File: src/rtl/config_pkg.sv
// config_pkg: shared UART receiver types and constants for the ALU datapath.
package config_pkg;
    localparam int UART_PRESCALE_W = 16;
    localparam logic [UART_PRESCALE_W-1:0] UART_PRESCALE_MIN = 16'd4;
    localparam int UART_DATA_WIDTH = 8;
    typedef enum logic [1:0] {IDLE, START, DATA, STOP} uart_rx_state_e;
endpackage

File: src/rtl/sync_2ff.sv
// sync_2ff: two-flop synchronizer for asynchronous inputs with a parameterized reset value.
module sync_2ff #(
    parameter int WIDTH = 1,
    parameter logic [WIDTH-1:0] RESET_VAL = '1
) (
    input  logic             clk_i,
    input  logic             rst_ni,
    input  logic [WIDTH-1:0] d_i,
    output logic [WIDTH-1:0] q_o
);
    logic [WIDTH-1:0] meta;
    always_ff @(posedge clk_i or negedge rst_ni) begin
        if (!rst_ni) begin
            meta <= RESET_VAL;
            q_o  <= RESET_VAL;
        end else begin
            meta <= d_i;
            q_o  <= meta;
        end
    end
endmodule

File: src/rtl/alu_uart_rx.sv
// alu_uart_rx: 8N1 UART receiver with programmable bit period and a one-entry
// valid/ready holding register; flags frame and overrun errors.
module alu_uart_rx import config_pkg::*; #(
    parameter int DATA_WIDTH = UART_DATA_WIDTH
) (
    input  logic                       clk_i,
    input  logic                       rst_ni,
    input  logic                       rxd_i,
    input  logic [UART_PRESCALE_W-1:0] prescale_i,
    output logic [DATA_WIDTH-1:0]      m_axis_tdata_o,
    output logic                       m_axis_tvalid_o,
    input  logic                       m_axis_tready_i,
    output logic                       busy_o,
    output logic                       frame_error_o,
    output logic                       overrun_error_o
);
    localparam int IDX_W = DATA_WIDTH > 1 ? $clog2(DATA_WIDTH) : 1;
    logic rxd_s, rxd_prev, start_det, tick, deliver;
    uart_rx_state_e state;
    logic [UART_PRESCALE_W-1:0] p_q, cnt, p_clamp;
    logic [IDX_W-1:0] idx;
    logic [DATA_WIDTH-1:0] shreg;

    sync_2ff #(.WIDTH(1), .RESET_VAL(1'b1)) u_sync (
        .clk_i (clk_i),
        .rst_ni(rst_ni),
        .d_i   (rxd_i),
        .q_o   (rxd_s)
    );

    assign p_clamp   = prescale_i < UART_PRESCALE_MIN ? UART_PRESCALE_MIN : prescale_i;
    assign start_det = rxd_prev & ~rxd_s;
    assign tick      = cnt == '0;
    assign deliver   = state == STOP && tick && rxd_s;
    assign busy_o    = state != IDLE;

    always_ff @(posedge clk_i or negedge rst_ni) begin
        if (!rst_ni) begin
            rxd_prev        <= 1'b1;
            state           <= IDLE;
            p_q             <= '0;
            cnt             <= '0;
            idx             <= '0;
            shreg           <= '0;
            m_axis_tdata_o  <= '0;
            m_axis_tvalid_o <= 1'b0;
            frame_error_o   <= 1'b0;
            overrun_error_o <= 1'b0;
        end else begin
            rxd_prev        <= rxd_s;
            frame_error_o   <= 1'b0;
            overrun_error_o <= 1'b0;
            // Start detection needs a fresh 1->0 edge, so a line stuck low never re-arms.
            case (state)
                IDLE: if (start_det) begin
                    state <= START;
                    p_q   <= p_clamp;
                    cnt   <= (p_clamp >> 1) - 1'b1;
                end
                START: if (tick) begin
                    state <= rxd_s ? IDLE : DATA;
                    cnt   <= p_q - 1'b1;
                    idx   <= '0;
                end else cnt <= cnt - 1'b1;
                DATA: if (tick) begin
                    shreg[idx] <= rxd_s;
                    cnt        <= p_q - 1'b1;
                    idx        <= idx + 1'b1;
                    if (idx == IDX_W'(DATA_WIDTH - 1)) state <= STOP;
                end else cnt <= cnt - 1'b1;
                STOP: if (tick) begin
                    state         <= IDLE;
                    frame_error_o <= ~rxd_s;
                end else cnt <= cnt - 1'b1;
                default: state <= IDLE;
            endcase
            // A full register accepting in the same cycle counts as free.
            if (deliver) begin
                if (!m_axis_tvalid_o || m_axis_tready_i) begin
                    m_axis_tdata_o  <= shreg;
                    m_axis_tvalid_o <= 1'b1;
                end else overrun_error_o <= 1'b1;
            end else if (m_axis_tready_i) m_axis_tvalid_o <= 1'b0;
        end
    end
endmodule
File: config.mk
export PLATFORM = sky130hd
export DESIGN_NAME = alu_uart_rx
export DESIGN_NICKNAME = d
export VERILOG_FILES = /design/src/rtl/config_pkg.sv /design/src/rtl/sync_2ff.sv /design/src/rtl/alu_uart_rx.sv
export SDC_FILE = /design/constraint.sdc
export NUM_CORES = 1
export LEC_CHECK = 0
export BUFFER_PORTS_ARGS = -buffer_cell sky130_fd_sc_hd__clkbuf_2
export CORE_MARGIN = 8
export CORE_UTILIZATION = 54
export CTS_CLUSTER_SIZE = 25
export DETAILED_ROUTE_END_ITERATION = 6
export PLACE_DENSITY = 0.73
export SETUP_SLACK_MARGIN = 0.5
export SYNTH_ARGS = -nofsm -noshare
export SYNTH_HDL_FRONTEND = slang
export SYNTH_SLANG_ARGS = --single-unit
export TNS_END_PERCENT = 100
File: constraint.sdc
create_clock -name clk_i -period 4.2 [get_ports clk_i]
set_input_delay 0.63 -clock clk_i [delete_from_list [all_inputs] [get_ports clk_i]]
set_output_delay 0.63 -clock clk_i [all_outputs]
set_load 0.05 [all_outputs]
### Word-level counts from Yosys, hierarchy flattened

Index checks and enable logic that the tools add are counted.

* output and inout bits: 12
* bits of input ports: 20
* register bits after elaboration: 59
* word-level logic and storage cells: 75

* equality and inequality tests: 11
* reduce and logical (&&, ||, !) cells: 18
* add/subtract/negate cells: 4
* mux-type cells: 25
* magnitude comparators: 3
* bitwise operators: 2

Operators by type and width (count)
* 2-to-1 mux 16 bit: 4
* one-hot mux 16 bit (3 select lines): 1
* subtractor 16 x 1 -> 16 bit, second input constant: 2
* zero test 16 bit: 1
* < comparator 16 x 3 -> 1 bit, second input constant: 1
* subtractor 15 x 1 -> 16 bit, second input constant: 1
* 2-to-1 mux 2 bit: 6
* != test 2 bit, second input constant: 6
* AND reduction 2 bit: 5
* bitwise mux 8 bit: 1
* 2-to-1 mux 1 bit: 8
* one-hot mux 2 bit (4 select lines): 1
* 2-to-1 mux 3 bit: 2
* one-hot mux 3 bit (2 select lines): 1
* nonzero test 2 bit: 3
* AND reduction 5 bit: 1
* == test 2 bit, second input constant: 2
* < comparator 3 x 4 -> 1 bit, second input constant: 1
* adder 3 x 1 -> 3 bit, second input constant: 1
* demux 1 bit (select 3 bit): 1
* == test 3 bit, second input constant: 1
* >= comparator 3 x 1 -> 1 bit, second input constant: 1
* logical AND 1 bit: 3
* AND reduction 3 bit: 1
* 8 further kinds: 8

### Logic depth before layout (Yosys ltp)

* depth after elaboration: 5
* mapped depth: 11
* gate-level depth less buffers: 10

### By module

From an unflattened synthesis, not the netlist that was laid out.

* cell total of the unflattened synthesis: 410
* area, all modules: 3886.2 sq um

Modules (own cells, without submodules)
* alu_uart_rx: instances 1, sequential area each 1427.6 sq um, area each 3833.7 sq um, cells each 408
* sync_2ff: instances 1, sequential area each 52.6 sq um, area each 52.6 sq um, cells each 2

### Least setup slack after synthesis

OpenSTA, ideal clock, no wires.

* kind: input port to flip-flop
* start point: input port prescale_i[9]
* end point: register cnt[12]
* cell stages on the path: 11
* setup time: 0.124 ns
* slack: 1.275 ns
* data required time: 4.076 ns
* arrival time: 2.801 ns
* path buffers: 1
* cells stage by stage: nor3_1 -> and3_1 -> clkbuf_1 -> nand3_1 -> nand2_1 -> ha_1 -> nor2b_1 -> nand4_1 -> xor2_1 -> o31ai_1 -> a211o_1

* word-level cells in the longest chain between the ends: 5

Ends and longest elaborated chain
* start: declaration: line alu_uart_rx.sv:9 `input logic [UART_PRESCALE_W-1:0] prescale_i,`
* < comparator 16 x 3 -> 1 bit: line alu_uart_rx.sv:31 `assign p_clamp = prescale_i < UART_PRESCALE_MIN ? UART_PRESCALE_MIN : prescale_i;`
* 2-to-1 mux 16 bit *: line alu_uart_rx.sv:31
* subtractor 15 x 1 -> 16 bit *: line alu_uart_rx.sv:58 `cnt <= (p_clamp >> 1) - 1'b1;`
* 2-to-1 mux 16 bit *: line alu_uart_rx.sv:55 `IDLE: if (start_det) begin`
* one-hot mux 16 bit (3 select lines) *: line alu_uart_rx.sv:54 `case (state)`
* end signal: assignment: line alu_uart_rx.sv:58
* end signal: assignment: line alu_uart_rx.sv:62 `cnt <= p_q - 1'b1;`
* end signal: assignment: line alu_uart_rx.sv:64 `end else cnt <= cnt - 1'b1;`
* end: declaration: line alu_uart_rx.sv:20 `logic [UART_PRESCALE_W-1:0] p_q, cnt, p_clamp;`

Mark *: on every way between the ends. The rest lies on a longest branch, timed or not. The select of a mux whose other input is x is not followed.
A chain may end at the register's enable or synchronous reset.

### Worst setup path after layout

Ends and elaborated chain as after synthesis.

==> results.sh <==
export IMPL_syn_inst=410
export IMPL_grt_pass1_wl_mm=16.2
export IMPL_postCtsHoldBufs=0
export IMPL_layout_common_cells="dfrtp_1 (56), nand2_1 (36), clkbuf_2 (31)"
export IMPL_r2r_cells=6
export IMPL_synthAdderAreaFrac_pct=3.22
export IMPL_synth_compound_area_share_pct=16.5
export IMPL_finClkSkew_ns=0.0146
export IMPL_yosysUniqueCellTypes=69
export IMPL_dp_cells=525
export IMPL_power_density_nw_per_um2=688
export IMPL_groute_usage_overall_pct=20.2
export IMPL_die_h_um=101
export IMPL_setup_slack_ns=1.30
export IMPL_period_minus_slack_ns=2.90
export IMPL_crit_arrival_ns=3.15
export IMPL_cp_slowest_cell="nor3_1"
export IMPL_r2r_start="cnt[6]$_DFFE_PN0P_"
export IMPL_place_congestion=0.890
export IMPL_vias=3335
export IMPL_totalWireLength_mm=9.65
export IMPL_vias_per_cell=6.16
export IMPL_cts_sinks=59
export IMPL_synth_area_per_cell_um2=9.48
export IMPL_grt_max_degree=37
export IMPL_drive_gt1_share_pct=21.0
export IMPL_critPathMaxFanout=8
export IMPL_fin_tns_setup_ns=0
export IMPL_n_antenna_cell=0
export IMPL_setup_violations_final=0
export IMPL_max_clock_freq_mhz=344
export IMPL_startpoint="prescale_i[9]"
export IMPL_antenna_found_initial=0
export IMPL_ios=32
export IMPL_cts_tree="built"
export IMPL_clk_pin_slew_ns=0.08
export IMPL_clockBufferDepth=2
export IMPL_worst_setup_path_start_kind="primary input"
export IMPL_ir_drop_v=0.000415
export IMPL_crit_chain="clkbuf_2, nor3_1, and3_1, nand3_1, nand2_1, ha_1, nor2b_1, nand4_1, xor2_1, o31ai_1, a211o_1"
export IMPL_cts_root_buffer="clkbuf_8"
export IMPL_muxShareOfSynthArea_pct=9.43
export IMPL_nFillCells=641
export IMPL_dp_hpwl_mm=6.92
export IMPL_synth_edf_count=0
export IMPL_coreArea_um2=7100
export IMPL_maxCapViolCount=0
export IMPL_grt_pass1_vias=3284
export IMPL_status="finished clean"
export IMPL_die_area_um2=10200
export IMPL_start_util_pct=54.8
export IMPL_slew_violations=0
export IMPL_leakage_uw=0.00181
export IMPL_cp_endpoint="cnt[12]$_DFFE_PN0P_"
export IMPL_rsz0062_at_grt="no"
export IMPL_drc=0
export IMPL_cts_resized_gates=0
export IMPL_syn_area_um2=3890
export IMPL_synth_warnings=0
export IMPL_syn_num_nets=440
export IMPL_numCtsBuffers=9
export IMPL_synthXorXnorAreaFrac_pct=4.06
export IMPL_area_delta_synth_final_pct=11.0
export IMPL_fin_crit_sh_pct=69.1
export IMPL_drt_iter0_markers=255
export IMPL_r2r_slack_ns=1.44
export IMPL_synthSimpleGateAreaFrac_pct=23.9
export IMPL_htree_levels=3
export IMPL_grt_overflow_total=0
export IMPL_fp_row_count=31
export IMPL_fp_dieW_um=101
export IMPL_wl_per_cell_um=17.8
export IMPL_firstDrtPassIters=5
export IMPL_pre_cts_ws_ns=0.957
export IMPL_fin_cells=541
export IMPL_path_class="in -> reg"
export IMPL_rr_endpoint="cnt[7]$_DFFE_PN0P_"
export IMPL_insertion_delay_ns=0.36
export IMPL_synth_seq_cells=59
export IMPL_synth_top_family_by_area="simple AND/OR/NAND/NOR gates"
export IMPL_layout_commonest_cell="dfrtp_1"
export IMPL_async_flop_share_pct=100
export IMPL_hp_class="in -> reg"
export IMPL_layout_nets=467
export IMPL_ys_seq_area_share_pct=38.1
export IMPL_hold_violations=0
export IMPL_critPathMaxStageDelay_ns=0.47
export IMPL_end_kind="flip-flop"
export IMPL_ys_flop_type="dfrtp_1"
export IMPL_numPortBuffers=31
export IMPL_relSlewSlack_pct=35.6
export IMPL_worstMarginPinSlew_ns=0.957
export IMPL_required_ns=4.45
export IMPL_ant_nets=0
export IMPL_post_cts_buffers=0
==> how the worst min path moves through the flow <==
| stage | cells after the start | endpoint | start | slack [ns] |
|---|---|---|---|---|
| after floorplan | 0 | async pin | rst_ni | 0.33 |
| after global placement | 0 | u_sync.q_o$_DFF_PN1_ | u_sync.meta$_DFF_PN1_ | 0.35 |
| after detailed placement | 0 | u_sync.q_o$_DFF_PN1_ | u_sync.meta$_DFF_PN1_ | 0.35 |
| after CTS | 1 | u_sync.meta$_DFF_PN1_ | rxd_i | 0.35 |
| after global routing | 1 | u_sync.meta$_DFF_PN1_ | rxd_i | 0.33 |
| final | 1 | u_sync.meta$_DFF_PN1_ | rxd_i | 0.35 |
==> final cells by class <==
type / instances / area, um2 / share of cell area [%]
multi-input cells: 314 / 2220 / 51.5
flip-flops and latches: 59 / 1480 / 34.3
repair buffers: 38 / 208 / 4.81
clock buffers: 9 / 124 / 2.87
well taps: 99 / 124 / 2.87
clock inverters: 7 / 100 / 2.32
inverters: 15 / 56.3 / 1.31
==> registers in the layout, summed over array words and instances, names as in the netlist, named ones only <==
name and count:
m_axis_tdata_o 8, rxd_prev 1, cnt 16, u_sync.q_o 1, u_sync.meta 1, idx 3, frame_error_o 1, overrun_error_o 1
shreg 8, p_q 16, m_axis_tvalid_o 1, state 1
==> worst max-delay path, delay by kind of cell <==
kind | cells | cell delay, ns
xor+xnor | 1 | 0.23
fa+ha+maj | 1 | 0.19
buf+inv | 1 | 0.11
simple gates | 6 | 1.59
compound gates | 2 | 0.40
==> metrics by stage <==
step / utilization (%) / hold slack, ns / total power [uW] / area (um2)
3_5_place_dp: 57.6 / 0.351 / 2360 / 4090
5_1_grt: 60.8 / 0.327 / 3180 / 4310
3_3_place_gp: 57.6 / 0.346 / 2320 / 4090
4_1_cts: 60.8 / 0.345 / 2960 / 4310
6_report: 60.8 / 0.349 / 2970 / 4310
2_1_floorplan: - / 0.334 / 2050 / 3890
==> kinds of logic after synthesis <==
logic type      count (synthesis)
simple gates                  163
compound gates                 90
flops                          59
buf+inv                        37
mux                            33
xor+xnor                       18
fa+ha+maj                      10
==> routing by layer <==
layer  share of wire [%]  vias up  track usage [%]  wire length [um]
met1                  46     1598             26.1              4460
met3                 5.8        8             5.32               559
met2                  47      121             32.4              4550
met4                0.88        0             5.81                85
li1                    -     1608                -                 -
met5                   0        -                0                 0
==> where the power goes <==
part	leakage [uW]	internal (uW)	switching, uW	total [uW]
sequential	0.000752	738	232	970
combinational	0.000939	581	822	1400
clock	0.000114	339	257	596
total	0.00181	1660	1310	2970
==> synthesized netlist by cell type (all sizes together) (3+ instances only) <==
master / instances / area, um2
dfrtp: 56 / 1400
nand2: 37 / 141
mux2: 29 / 327
nor2: 20 / 75.1
nor3: 20 / 105
o21ai: 20 / 100
nor4: 19 / 161
nand3: 17 / 85.1
inv: 15 / 56.3
xnor2: 14 / 123
clkbuf: 12 / 45.0
a21oi: 10 / 50.1
buf: 10 / 82.6
ha: 10 / 125
nand4: 10 / 77.6
o31ai: 9 / 67.6
o211ai: 7 / 52.6
or4: 7 / 60.1
a211oi: 6 / 45.0
a31oi: 6 / 37.5
nand2b: 6 / 37.5
or3: 6 / 37.5
nor3b: 5 / 37.5
and2: 4 / 25.0
mux2i: 4 / 40.0
o31a: 4 / 35.0
xor2: 4 / 35.0
a311oi: 3 / 26.3
dfstp: 3 / 78.8
or2: 3 / 18.8
Power figures use the tool's default switching activity.
